[src/rtl/shift_pkg.sv]
// rtl/shift_pkg.sv - shared types for the counted-burst universal shift register
package shift_pkg;

    typedef enum logic [1:0] {
        SH_LSR = 2'b00,
        SH_LSL = 2'b01,
        SH_ASR = 2'b10,
        SH_ROR = 2'b11
    } shift_mode_t;

    typedef enum logic {
        S_IDLE  = 1'b0,
        S_SHIFT = 1'b1
    } shift_state_t;

endpackage

[src/rtl/shift_step.sv]
// rtl/shift_step.sv - combinational single-bit shifter for the four shift modes
module shift_step
    import shift_pkg::*;
#(
    parameter int WIDTH = 10
) (
    input  logic [WIDTH-1:0] value,
    input  shift_mode_t      mode,
    input  logic             ser_in,
    output logic [WIDTH-1:0] next_value,
    output logic             bit_out
);

    always_comb begin
        next_value = value;
        bit_out    = 1'b0;
        case (mode)
            SH_LSR: begin
                next_value = {ser_in, value[WIDTH-1:1]};
                bit_out    = value[0];
            end
            SH_LSL: begin
                next_value = {value[WIDTH-2:0], ser_in};
                bit_out    = value[WIDTH-1];
            end
            SH_ASR: begin
                next_value = {value[WIDTH-1], value[WIDTH-1:1]};
                bit_out    = value[0];
            end
            SH_ROR: begin
                next_value = {value[0], value[WIDTH-1:1]};
                bit_out    = value[0];
            end
            default: begin
                next_value = value;
                bit_out    = 1'b0;
            end
        endcase
    end

endmodule

[src/rtl/shift_register_param.sv]
// rtl/shift_register_param.sv - universal shift register performing counted shift bursts
module shift_register_param
    import shift_pkg::*;
#(
    parameter int WIDTH = 10,
    parameter int CNT_W = $clog2(WIDTH + 1) + 2
) (
    input  logic             clk,
    input  logic             reset,
    input  logic             load,
    input  logic [WIDTH-1:0] data_in,
    input  logic             start,
    input  logic [1:0]       mode,
    input  logic [CNT_W-1:0] count,
    input  logic             ser_in,
    output logic [WIDTH-1:0] data_out,
    output logic             ser_out,
    output logic             busy,
    output logic             done
);

    shift_state_t     state;
    shift_mode_t      mode_r;
    logic [CNT_W-1:0] remaining;
    logic [WIDTH-1:0] step_value;
    logic             step_bit;

    shift_step #(
        .WIDTH(WIDTH)
    ) u_step (
        .value     (data_out),
        .mode      (mode_r),
        .ser_in    (ser_in),
        .next_value(step_value),
        .bit_out   (step_bit)
    );

    always_ff @(posedge clk) begin
        if (reset) begin
            state     <= S_IDLE;
            mode_r    <= SH_LSR;
            remaining <= '0;
            data_out  <= '0;
            ser_out   <= 1'b0;
            busy      <= 1'b0;
            done      <= 1'b0;
        end else begin
            done <= 1'b0;
            case (state)
                S_IDLE: begin
                    // A same-cycle load lands first; the burst then shifts the loaded value.
                    if (load) begin
                        data_out <= data_in;
                    end
                    if (start) begin
                        if (count != '0) begin
                            mode_r    <= shift_mode_t'(mode);
                            remaining <= count;
                            busy      <= 1'b1;
                            state     <= S_SHIFT;
                        end else begin
                            done <= 1'b1;
                        end
                    end
                end
                S_SHIFT: begin
                    data_out  <= step_value;
                    ser_out   <= step_bit;
                    remaining <= remaining - CNT_W'(1);
                    if (remaining == CNT_W'(1)) begin
                        busy  <= 1'b0;
                        done  <= 1'b1;
                        state <= S_IDLE;
                    end
                end
                default: state <= S_IDLE;
            endcase
        end
    end

endmodule

[config.mk]
export PLATFORM = sky130hd
export DESIGN_NAME = shift_register_param
export DESIGN_NICKNAME = d
export VERILOG_FILES = /design/src/rtl/shift_pkg.sv /design/src/rtl/shift_step.sv /design/src/rtl/shift_register_param.sv
export SDC_FILE = /design/constraint.sdc
export NUM_CORES = 1
export LEC_CHECK = 0
export BUFFER_PORTS_ARGS = -buffer_cell sky130_fd_sc_hd__buf_4
export CAP_MARGIN = 0
export CORE_ASPECT_RATIO = 0.7
export CORE_MARGIN = 2
export CORE_UTILIZATION = 35
export DETAILED_ROUTE_END_ITERATION = 12
export SYNTH_ARGS = -nofsm -noshare
export SYNTH_HDL_FRONTEND = slang
export SYNTH_SLANG_ARGS = --single-unit
[constraint.sdc]
create_clock -name clk -period 3.8 [get_ports clk]
set_clock_uncertainty 0.1 [all_clocks]
set_input_delay 0.76 -clock clk [delete_from_list [all_inputs] [get_ports clk]]
set_output_delay 0.76 -clock clk [all_outputs]
set_load 0.03 [all_outputs]
==> metrics.txt <==
DR iter-0 viols 94; CP arrival 2.16 ns; library cells used by synthesis 30; Tmin final 2.082 ns; ys flop type dfxtp_1; fmax 0.4802 GHz; Hold Crit Depth 2; Global Route Usage Sum 15.04%; # H-tree levels 1; VDD IR-drop max 0.1183 mV; top cell type by total area after synthesis dfxtp_1; worst reg2reg path depth 4; Final period util 54.80%; Worst-Skew Late Latency 0.26 ns; IO Port Bufs 35; CTS resizes 0; routability cong. 0.8098; Final Max Tran Viols 0; grt total ovfl 0; Leakage 0.6361 nW; Hold Crit Class reg2reg; CP Launch Type primary input; setup_tns 0 ns; HPWL after detailed placement 2052 µm; asr flop ratio synth 0%; Die Y-Extent 52.32 µm; Hold Vio Cnt, Final 0; layout cells sized above 1 28.57%; outcome finished, final reports clean; commonest non-fill, non-tap cell in the layout buf_4; register area share after synthesis 37.73%; CTS Sinks 22; vias in the first global route 940; first-pass GRT wire length 4409 µm; top cells by area, synth dfxtp_1, a211oi_1, mux2i_1; IO Pins 36; antenna diode count 0; capture point of the worst path remaining[2]; CTS Buffer Depth 2; hold-fix buffers at CTS 0; starting density of the core 36.83%; worst slack at placement 1.427 ns; cts bufs inserted 3; final total power 0.5738 mW; final antenna-violating net count 0; final worst setup slack 1.718 ns; Req. time, crit path 3.87 ns; Critical Path Source count[4]; Placeable Area 3169 µm²; Yosys reg bits 22; CTS tree yes; Worst setup EP type flop; final-stage net count 181; pin count of the biggest net entering global routing 26; drt wl/cell 14.08 µm; Synth warnings 0; R2R Path End remaining[5]; initial antenna violation count 0; most frequent cells in the layout buf_4, a211oi_1, dfxtp_1; Setup CP Type in2reg; Cells after Synth 124; clock-pin slew on the worst setup and hold paths 0.08 ns; row count 17; final core occ 47.06%; area grow syn2layout 27.76%; die area 3821 µm²; Yosys top cell area share 37.73%; max_slew headroom 57.56%; DR pass1 iterations 4; Reg-to-Reg Start state; number of max-cap violations 0; Vias per Instance 5.375; final setup fails 0; DRC Markers 0; R2R Setup Slk 2.03 ns; CP Max Fanout 5; final WL 2703 µm; Post-synth EDFFs 0; chip width 73.03 µm; hold_ws 0.3734 ns; Post-Syn Area per Cell 9.414 µm²; P per Cell Area 384.7 nW/µm²; Post-CTS Setup Inserts 0; syn_nets 149; Post-Syn Area 1167 µm²; total number of vias 1032; RSZ-0062 raised after global routing false; Worst-Margin Slew 0.6367 ns; Root Driver clkbuf_8
## where the power goes
part	internal, mW	leakage (nW)	switching [mW]
clock	0.0706	0.0216	0.0711
sequential	0.252	0.182	0.0243
combinational	0.0732	0.432	0.0825
## final cells by class
cell class / instances / area (µm²)
clock buffer: 3 / 41.29
fill: 331 / 1678
inverter: 3 / 11.26
multi-input combinational: 90 / 680.7
sequential: 22 / 440.4
tap: 38 / 47.55
timing repair buffer: 36 / 270.3
## state kept, by name, indices dropped and copies added, names as in the netlist
name	count
done	1
remaining	6
busy	1
mode_r	2
data_out	10
ser_out	1
state	1
## per-stage QoR
stage | instance area, µm² | instances
2_1_floorplan | 1167 | 124
3_3_place_gp | 1450 | 189
3_5_place_dp | 1450 | 189
4_1_cts | 1491 | 192
5_1_grt | 1491 | 192
6_report | 1491 | 192
## critical path, stage by stage
cell	delay, ns
buf_4	0.12
or4_4	0.56
o31ai_4	0.33
o21ai_2	0.11
a221oi_2	0.28
## cell families after synthesis
logic type	after synthesis	share of synthesized area, %
buffers and inverters	12	3.965
xor gates and xnor gates	3	2.251
DFF	22	37.73
AOI/OAI and AO/OA	37	25.94
muxes	13	11.15
and+or+nand+nor	35	16.83
adders and majority gates	2	2.143
## worst min-delay path by stage
stage	to	slack, ns	start
final	busy	0.37	busy
after global routing	busy	0.42	busy
after CTS	busy	0.38	busy
after detailed placement	busy	0.37	busy
after global placement	busy	0.38	busy
after floorplan	remaining[0]	0.42	remaining[0]
## synthesized netlist by cell type, types with 2 or more instances
master     n
nand2_1    5
xnor2_1    2
nor2b_1   11
clkbuf_1   7
nor3b_1    4
nor3_1     2
ha_1       2
a221oi_1   4
dfxtp_1   22
inv_1      3
a211oi_1  23
a21oi_1    3
mux2i_1   13
nor2_1     7
## metal layers
metal  GRT usage, %  part of all wire [%]  vias to the layer above
li1               -                     -                      529
met1          22.21                    52                      478
met2          21.77                    43                       23
met4          3.704                  0.70                        0
met3          3.462                   4.3                        2
met5              0                     0                        -
(Power assumes the default switching activity.)
